==> src/rtl/cpu_types_pkg.sv <==
// Shared CPU memory-side types: word width, RAM handshake states, and the
// arbiter's state encoding.
package cpu_types_pkg;

    typedef logic [31:0] word_t;

    typedef enum logic [1:0] {
        FREE   = 2'd0,
        BUSY   = 2'd1,
        ACCESS = 2'd2,
        ERROR  = 2'd3
    } ramstate_t;

    typedef enum logic [1:0] {
        IDLE    = 2'd0,
        SERVE_I = 2'd1,
        SERVE_D = 2'd2
    } arb_state_t;

    localparam int ARB_TIMEOUT_DEFAULT = 16;

endpackage

==> src/rtl/arb_watchdog.sv <==
// Cycle counter for a RAM access in progress. Cleared while the arbiter is
// idle, counts each serving cycle that did not complete, and flags the last
// permitted cycle so the arbiter can abort instead of waiting forever.
module arb_watchdog #(
    parameter int TIMEOUT = 16,
    parameter int CNT_W   = 5
) (
    input  logic clk,
    input  logic rst,
    input  logic clear,
    input  logic enable,
    output logic expired
);

    logic [CNT_W-1:0] count;

    // Counter: clear has priority over enable so a fresh grant always starts at zero.
    always_ff @(posedge clk) begin
        if (rst) begin
            count <= '0;
        end else if (clear) begin
            count <= '0;
        end else if (enable) begin
            count <= count + CNT_W'(1);
        end
    end

    assign expired = (count == CNT_W'(TIMEOUT - 1));

endmodule

==> src/rtl/mem_arbiter.sv <==
// Single-port RAM arbiter between the icache and dcache.
//
//   state   | meaning
//   --------+-----------------------------------------------------------
//   IDLE    | no grant; arbitrate (dcache first unless icache is owed a turn)
//   SERVE_I | icache read driven onto RAM until ACCESS, drop or timeout
//   SERVE_D | dcache read/write driven onto RAM until ACCESS, drop or timeout
//
// Waits and loads decode from state and ramstate; RAM strobes decode only from
// state and the cache request lines, so ramstate never reaches the strobes.
module mem_arbiter
    import cpu_types_pkg::*;
#(
    parameter int TIMEOUT = 16,
    parameter int CNT_W   = 5
) (
    input  logic        CLK,
    input  logic        RST,
    input  logic        iREN,
    input  logic [31:0] iaddr,
    output logic        iwait,
    output logic [31:0] iload,
    input  logic        dREN,
    input  logic        dWEN,
    input  logic [31:0] daddr,
    input  logic [31:0] dstore,
    output logic        dwait,
    output logic [31:0] dload,
    output logic        ramREN,
    output logic        ramWEN,
    output logic [31:0] ramaddr,
    output logic [31:0] ramstore,
    input  logic [31:0] ramload,
    input  logic [1:0]  ramstate,
    output logic        bus_err
);

    arb_state_t state, next_state;
    logic       last_d, last_d_next;
    logic       abort;
    logic       dreq;
    logic       access;
    logic       expired;

    assign dreq   = dREN | dWEN;
    assign access = (ramstate == ACCESS);

    arb_watchdog #(
        .TIMEOUT (TIMEOUT),
        .CNT_W   (CNT_W)
    ) u_watchdog (
        .clk     (CLK),
        .rst     (RST),
        .clear   (state == IDLE),
        .enable  ((state != IDLE) && !access),
        .expired (expired)
    );

    // State, fairness flag and sticky abort flag registers.
    always_ff @(posedge CLK) begin
        if (RST) begin
            state   <= IDLE;
            last_d  <= 1'b0;
            bus_err <= 1'b0;
        end else begin
            state  <= next_state;
            last_d <= last_d_next;
            if (abort) begin
                bus_err <= 1'b1;
            end
        end
    end

    // Next-state: a dropped request beats completion, completion beats timeout.
    always_comb begin
        next_state  = state;
        last_d_next = last_d;
        abort       = 1'b0;
        case (state)
            IDLE: begin
                if (dreq && !(iREN && last_d)) begin
                    next_state = SERVE_D;
                end else if (iREN) begin
                    next_state = SERVE_I;
                end
            end
            SERVE_I: begin
                if (!iREN) begin
                    next_state = IDLE;
                end else if (access) begin
                    next_state  = IDLE;
                    last_d_next = 1'b0;
                end else if (expired) begin
                    next_state = IDLE;
                    abort      = 1'b1;
                end
            end
            SERVE_D: begin
                if (!dreq) begin
                    next_state = IDLE;
                end else if (access) begin
                    next_state  = IDLE;
                    last_d_next = 1'b1;
                end else if (expired) begin
                    next_state = IDLE;
                    abort      = 1'b1;
                end
            end
            default: begin
                next_state = IDLE;
            end
        endcase
    end

    // Output decode: RAM strobes/address from the granted cache, wait/load pulse on ACCESS.
    always_comb begin
        iwait    = 1'b1;
        dwait    = 1'b1;
        iload    = '0;
        dload    = '0;
        ramREN   = 1'b0;
        ramWEN   = 1'b0;
        ramaddr  = '0;
        ramstore = '0;
        case (state)
            SERVE_I: begin
                ramREN  = iREN;
                ramaddr = iaddr;
                if (iREN && access) begin
                    iwait = 1'b0;
                    iload = ramload;
                end
            end
            SERVE_D: begin
                ramaddr = daddr;
                if (dWEN) begin
                    ramWEN   = 1'b1;
                    ramstore = dstore;
                end else begin
                    ramREN = dREN;
                end
                if (dreq && access) begin
                    dwait = 1'b0;
                    if (!dWEN) begin
                        dload = ramload;
                    end
                end
            end
            default: begin
            end
        endcase
    end

endmodule

==> config.mk <==
export PLATFORM = sky130hd
export DESIGN_NAME = mem_arbiter
export DESIGN_NICKNAME = d
export VERILOG_FILES = /design/src/rtl/cpu_types_pkg.sv /design/src/rtl/arb_watchdog.sv /design/src/rtl/mem_arbiter.sv
export SDC_FILE = /design/constraint.sdc
export NUM_CORES = 1
export LEC_CHECK = 0
export ABC_CLOCK_PERIOD_IN_PS = 2900
export CORE_AREA = 4 4 101 103
export CTS_BUF_LIST = sky130_fd_sc_hd__clkbuf_4 sky130_fd_sc_hd__clkbuf_8
export CTS_CLUSTER_DIAMETER = 150
export DETAILED_ROUTE_END_ITERATION = 8
export DIE_AREA = 0 0 105 107
export GPL_TIMING_DRIVEN = 1
export PLACE_DENSITY = 0.67
export SLEW_MARGIN = 20
export SYNTH_ARGS = -nofsm -noshare
export SYNTH_HDL_FRONTEND = slang
export SYNTH_SLANG_ARGS = --single-unit
export TNS_END_PERCENT = 50
==> constraint.sdc <==
create_clock -name CLK -period 2.9 [get_ports CLK]
set_input_delay 0.725 -clock CLK [delete_from_list [all_inputs] [get_ports CLK]]
set_output_delay 0.725 -clock CLK [all_outputs]
set_load 0.03 [all_outputs]
==> results of run 1 <==
[routing by layer]
layer  vias to the layer above  routed length (um)  track usage, %
met1                      1218                3340            15.1
met4                         0                  61            2.25
li1                       1368                   -               -
met2                       178                5060            30.8
met5                         -                   0               0
met3                         6                 946            4.82
[registers in the layout (all words and copies together) (netlist names)]
register,flops
u_watchdog.count,5
state,2
bus_err,1
last_d,1
[cell type report]
| type | count | area [um^2] |
|---|---|---|
| Fill cell | 920 | 4800 |
| Timing Repair Buffer | 276 | 2610 |
| Multi-Input combinational cell | 210 | 1390 |
| Sequential cell | 9 | 180 |
| Tap cell | 111 | 139 |
| Clock buffer | 4 | 48.8 |
| Inverter | 6 | 22.5 |
[power breakdown]
| group | internal [W] | switching, W | total (W) |
|---|---|---|---|
| Clock | 0.000105 | 0.0000490 | 0.000154 |
| Combinational | 0.000330 | 0.000273 | 0.000604 |
| Sequential | 0.000129 | 0.00000481 | 0.000134 |
| Total | 0.000565 | 0.000327 | 0.000892 |
[cells in the mapped netlist]
cell type,number
sky130_fd_sc_hd__nand4_1,2
sky130_fd_sc_hd__nor2_2,3
sky130_fd_sc_hd__inv_2,1
sky130_fd_sc_hd__o21ai_0,1
sky130_fd_sc_hd__dfxtp_1,9
sky130_fd_sc_hd__o21ai_1,3
sky130_fd_sc_hd__nand2_1,7
sky130_fd_sc_hd__and3_1,33
sky130_fd_sc_hd__nor2_1,4
sky130_fd_sc_hd__nor3b_1,1
sky130_fd_sc_hd__buf_1,1
sky130_fd_sc_hd__nand3b_1,1
sky130_fd_sc_hd__a21boi_1,1
sky130_fd_sc_hd__and3_4,1
sky130_fd_sc_hd__ha_1,6
sky130_fd_sc_hd__a41oi_1,1
sky130_fd_sc_hd__nand2b_1,1
sky130_fd_sc_hd__a22oi_1,32
sky130_fd_sc_hd__a2bb2oi_1,1
sky130_fd_sc_hd__xor2_1,2
sky130_fd_sc_hd__or2_1,1
sky130_fd_sc_hd__nor3_1,4
sky130_fd_sc_hd__inv_1,5
sky130_fd_sc_hd__a21oi_1,1
sky130_fd_sc_hd__o221a_1,1
sky130_fd_sc_hd__clkbuf_1,20
sky130_fd_sc_hd__mux2i_1,1
sky130_fd_sc_hd__buf_2,5
sky130_fd_sc_hd__a2111oi_0,1
sky130_fd_sc_hd__nor2b_1,32
sky130_fd_sc_hd__xnor2_1,1
sky130_fd_sc_hd__and2_1,65
sky130_fd_sc_hd__or3_1,1
sky130_fd_sc_hd__buf_4,1
sky130_fd_sc_hd__a31oi_1,1
sky130_fd_sc_hd__nand3_1,1
[what timing repair did]
item	4_1_cts	5_1_grt
setup buffers	0	0
gates resized for setup	0	2
endpoints found under the setup margin	0	4
[kinds of logic (layout without fill, tap and decap cells)]
group / Yosys count / after routing / share of synthesized area [%]
xor gates and xnor gates: 3 / 3 / 1.55
AOI/OAI and AO/OA: 43 / 43 / 18.6
adders and majority gates: 6 / 6 / 4.42
DFF: 9 / 9 / 10.6
buffers and inverters: 33 / 286 / 7.88
and+or+nand+nor: 157 / 157 / 56.3
muxes: 1 / 1 / 0.590
[metrics by stage]
stage,area (um^2),power [W],utilization [%]
6_report,4390,0.000892,47.8
5_1_grt,4390,0.000943,47.8
4_1_cts,4390,0.000902,47.7
3_5_place_dp,4340,0.000744,47.2
3_3_place_gp,4340,0.000739,47.2
2_1_floorplan,1700,0.000405,-
[worst max path at each step]
| stage | from | end | slack [ps] | cells past startpoint |
|---|---|---|---|---|
| 6_report | dWEN | dwait | 90 | 5 |
| 5_1_grt | dWEN | dwait | 2 | 5 |
| 4_1_cts | dWEN | dwait | 70 | 5 |
| 3_5_place_dp | dWEN | dwait | 70 | 5 |
| 3_3_place_gp | dWEN | dwait | 110 | 5 |
| 2_1_floorplan | ramstate[0] | dload[10] | 520 | 5 |
[critical path, cell delays in order]
cell                              delay (ps)
sky130_fd_sc_hd__clkdlybuf4s50_1         520
sky130_fd_sc_hd__buf_4                   310
sky130_fd_sc_hd__o21ai_1                 100
sky130_fd_sc_hd__or2_1                   270
sky130_fd_sc_hd__buf_12                  150
==> run summary, run 1 <==
Floorplanning
- number of placement rows: 35
- Core Footprint: 9200 um^2
- Die Width: 105 um
- die height: 107 um
- effective utilization at floorplan: 18.5%
- Die Outline Area: 11200 um^2
- number of top-level pins: 268

Pwr
- Max IR drop VDD: 0.154 mV
- Leakage: 2.05 nW
- power per cell area: 203 nW/um^2

Final layout
- ratio of cells with drive above 1 in the final layout: 30.1%
- top library cells by usage in the layout, fill and taps aside: sky130_fd_sc_hd__clkdlybuf4s50_1, sky130_fd_sc_hd__buf_4, sky130_fd_sc_hd__and2_1
- number of nets in the layout: 647
- most common library cell in the layout ignoring fill and taps: sky130_fd_sc_hd__clkdlybuf4s50_1
- synthesis-to-finish area growth: 159%
- count of antenna diodes in the layout: 0
- Final Instance Count excl. Fillers: 616

Yosys
- top area cells in the synthesized netlist: sky130_fd_sc_hd__and2_1, sky130_fd_sc_hd__a22oi_1, sky130_fd_sc_hd__and3_1
- mean area per synthesized cell: 6.74 um^2
- total nets after synthesis: 393
- post-synth design cell area: 1700 um^2
- unique cell type count in the Yosys netlist: 36
- area share of the leading cell type in the synthesized netlist: 23.9%
- fraction of the yosys area taken by sequential cells: 10.6%
- Seq cells post-synth: 9
- library cell occupying the most area in the post-synthesis netlist: sky130_fd_sc_hd__and2_1
- Yosys warnings: 0
- Post-Syn Instances: 252

Min path
- count of cells along the worst hold path: 2
- Endpoint, Worst Hold: bus_err
- Hold/Removal Path Class: reg2reg
- startpoint of the worst hold path: bus_err

GRT
- overall fraction of global-route tracks in use: 15.1%
- antenna violations before repair: 0
- vias in the first global route: 2687
- total congestion overflow: 0
- first-pass GRT wire length: 14.0 mm
- maximum number of pins on one net before global-route repair: 69

Critical path
- maximum fanout encountered on the critical timing path: 35
- data required time of the worst path: 2170 ps
- Startpoint Class: primary input
- crit path kind: in2out
- launch point of the worst reg-to-reg path: state[1]
- arrival time of data at the critical path endpoint: 2080 ps
- capture instance of the worst register-to-register path: last_d
- endpoint class of the critical path: output port
- count of cells along the worst register-to-register path: 7
- worst reg2reg setup slack: 1150 ps

Route
- wire length per cell after detailed routing: 15.3 um
- final antenna-violating net count: 0
- DRC Markers: 0
- Starting DRT DRC Count: 122
- detailed-routing iteration count for the pre-antenna-repair pass: 4
- vias after detailed routing: 2770
- wirelength, routed: 9.41 mm
- vias per std cell: 4.50

CTS
- cts bufs inserted: 3
- clock network latency to the later pin of the worst-skew pair: 230 ps
- Clock Pin Slew Worst Setup and Hold Paths: 40 ps
- maximum root-to-sink buffer count: 2
- number of sinks handled by clock tree synthesis: 9
- clock tree from TritonCTS: yes
- clock tree root buffer cell: sky130_fd_sc_hd__clkbuf_8
- number of buffers added to fix hold violations after cts: 0
- H-tree lvl count: 1

Timing
- tightest slew margin relative to the limit: 74.4%
- Final Hold Slack: 492 ps
- max-slew violation count: 0
- final setup vio count: 0
- FMAX: 356 MHz
- Final Cycle Share: 96.9%
- minimum clock period after layout: 2810 ps
- final hold viol count: 0
- Worst-Margin Slew: 384 ps
- post-route worst setup slack: 90.9 ps
- skew final: 0.444 ps
- unrepaired setup endpoints after global routing: false
- Total Neg Setup Slack: 0 ps

Placed design
- estimated wirelength of the detail-placed design: 8.13 mm
- total of buffers placed on input and output ports: 267
- count of placed standard cells including taps: 612
- RePlAce Congestion: 0.801
- post-place setup slack: 73.7 ps

Run
- maxcap violations: 0

Run status
- outcome: completed

Power figures use the tool's default switching activity.
==> run 2, diff against run 1 <==
SETUP_SLACK_MARGIN = 0.02   (was unset)
==> run 2 against run 1 <==
  * Sequential share of layout area unchanged
  * Critical path depth is the same
  * Register-to-register slack barely moved
  * First-iteration DRC count decreased by 4.9%
  * Design area unchanged
  * Setup slack about the same
  * Hold slack better by 0.68 ps
  * Clock skew is essentially flat
  * Critical endpoint unchanged
==> run summary, run 2 (synthesized netlist as in run 1, its figures left out) <==
Critical path
- CP Launch Point: dWEN
- arrival time of data at the critical path endpoint: 2080 ps, about the same
- data required time of the worst path: 2170 ps, about the same
- launch point of the worst reg-to-reg path: state[1]
- worst-path cell with the longest stage delay: sky130_fd_sc_hd__clkdlybuf4s50_1
- cell chain of the critical path: clkdlybuf4s50_1 > buf_4 > o21ai_1 > or2_1 > buf_12
- longest individual stage delay on the worst path: 520 ps, about the same
- maximum fanout encountered on the critical timing path: 35, unchanged
- endpoint class of the critical path: output port
- crit path kind: in2out
- Startpoint Class: primary input
- worst reg2reg setup slack: 1150 ps, about the same

Route
- wirelength, routed: 9.42 mm, about the same
- Starting DRT DRC Count: 116, -4.9%
- vias per std cell: 4.47, -0.54%
- DRC Markers: 0, unchanged
- wire length per cell after detailed routing: 15.3 um, about the same
- vias after detailed routing: 2755, -0.54%
- final antenna-violating net count: 0, unchanged
- detailed-routing iteration count for the pre-antenna-repair pass: 4, unchanged

CTS
- cts bufs inserted: 3, unchanged
- post_cts resized: 0, unchanged
- number of buffers added to fix hold violations after cts: 0, unchanged
- maximum root-to-sink buffer count: 2, unchanged
- H-tree lvl count: 1, unchanged
- total setup buffers inserted after CTS: 0, unchanged
- number of sinks handled by clock tree synthesis: 9, unchanged
- Clock Pin Slew Worst Setup and Hold Paths: 40 ps, about the same
- clock tree from TritonCTS: yes
- clock tree root buffer cell: sky130_fd_sc_hd__clkbuf_8
- clock network latency to the later pin of the worst-skew pair: 230 ps, about the same

Timing
- skew final: 0.293 ps, -0.150 ps
- max-slew violation count: 0, unchanged
- tightest slew margin relative to the limit: 74.4%, about the same
- Worst-Margin Slew: 384 ps, -0.241 ps
- final hold viol count: 0, unchanged
- FMAX: 356 MHz, about the same
- minimum clock period after layout: 2810 ps, +0.0438 ps
- Total Neg Setup Slack: 0 ps, unchanged
- post-route worst setup slack: 90.8 ps, -0.0438 ps
- Final Cycle Share: 96.9%, about the same
- unrepaired setup endpoints after global routing: true
- final setup vio count: 0, unchanged

Final layout
- count of antenna diodes in the layout: 0, unchanged
- top library cells by usage in the layout, fill and taps aside: sky130_fd_sc_hd__clkdlybuf4s50_1, sky130_fd_sc_hd__buf_4, sky130_fd_sc_hd__and2_1
- synthesis-to-finish area growth: 159%, unchanged
- flip-flop count of the largest register after layout: 5, unchanged
- top flop regs: u_watchdog.count: 5 flops, state: 2 flops
- register bank with the most flops: u_watchdog.count
- most common library cell in the layout ignoring fill and taps: sky130_fd_sc_hd__clkdlybuf4s50_1
- number of nets in the layout: 647, unchanged
- count of filler cells inserted in the layout: 920, unchanged
- area occupied by registers: 180 um^2, unchanged
- area of the multi-input gates: 1390 um^2, unchanged
- ratio of cells with drive above 1 in the final layout: 30.1%, unchanged

GRT
- first-pass GRT wire length: 14.0 mm, unchanged
- vias in the first global route: 2687, unchanged
- antenna violations before repair: 0, unchanged
- overall fraction of global-route tracks in use: 15.1%, unchanged
- total congestion overflow: 0, unchanged
- maximum number of pins on one net before global-route repair: 69, unchanged

Pwr
- Combinational Power Share: 67.7%, about the same
- Leakage: 2.05 nW, unchanged
- power per cell area: 203 nW/um^2, about the same
- Max IR drop VDD: 0.154 mV, about the same
- net load switching power: 0.000327 W, -0.14%
- sequential cell fraction of total power: 15.0%, about the same
- switching share of total power: 36.7%, about the same
- Internal Dissipation: 0.000565 W, about the same
- clock share of power: 17.2%, about the same

Floorplanning
- Die Width: 105 um, unchanged
- die height: 107 um, unchanged
- number of placement rows: 35, unchanged
- Core Footprint: 9200 um^2, unchanged
- number of top-level pins: 268, unchanged
- effective utilization at floorplan: 18.5%, unchanged
- Die Outline Area: 11200 um^2, unchanged

Run status
- outcome: completed

Placed design
- RePlAce Congestion: 0.801, unchanged
- estimated wirelength of the detail-placed design: 8.13 mm, unchanged
- post-place setup slack: 73.7 ps, unchanged
- total of buffers placed on input and output ports: 267, unchanged

Min path
- Hold/Removal Path Class: reg2reg
- startpoint of the worst hold path: bus_err

Run
- maxcap violations: 0, unchanged

run 2: cell counts in the layout (fill, tap and decap cells not counted):
No cell type changed its count.
run 2: per-stage QoR:
stage | cells | power, W | area, um^2 | utilization (%) | hold slack, ps
floorplan | 252 | 0.000405 | 1700 | - | 472
global placement | 612 | 0.000739 | 4340 | 47.2 | 457
detailed placement | 612 | 0.000744 | 4340 | 47.2 | 482
CTS | 616 | 0.000902 | 4390 | 47.7 | 495
global route | 616 | 0.000943 | 4390 | 47.8 | 529
finish | 616 | 0.000891 | 4390 | 47.8 | 493
run 2: path summary, 6_finish.rpt:
kind,end,cells past startpoint
max reg2reg,last_d,7
min reg2reg,bus_err,2
min,bus_err,2
max,dwait,5
run 2: critical path, delay by kind of cell:
kind	cells	cell delay, ps
and+or+nand+nor	1	270
buffers and inverters	3	980
AOI/OAI and AO/OA	1	100
run 2: area by class of cell:
class | count | area share, %
inverters | 6 | 0.513
clock buffers | 4 | 1.11
well taps | 111 | 3.16
flip-flops and latches | 9 | 4.10
repair buffers | 276 | 59.5
multi-input cells | 210 | 31.6
run 2: per-layer routing:
layer  GRT usage [%]  up-vias  share of wire (%)
met3            4.82        6                9.9
met5               0        -                  0
met2            30.8      169                 54
met4            2.25        0               0.65
met1            15.1     1212                 36
li1                -     1368                  -
run 2: power groups by stage:
stage	Sequential (W)	Clock, W	Combinational [W]
floorplan	0.000135	0	0.000270
global placement	0.000136	0	0.000603
detailed placement	0.000136	0	0.000608
CTS	0.000134	0.000158	0.000609
global route	0.000135	0.000166	0.000643
finish	0.000134	0.000154	0.000604
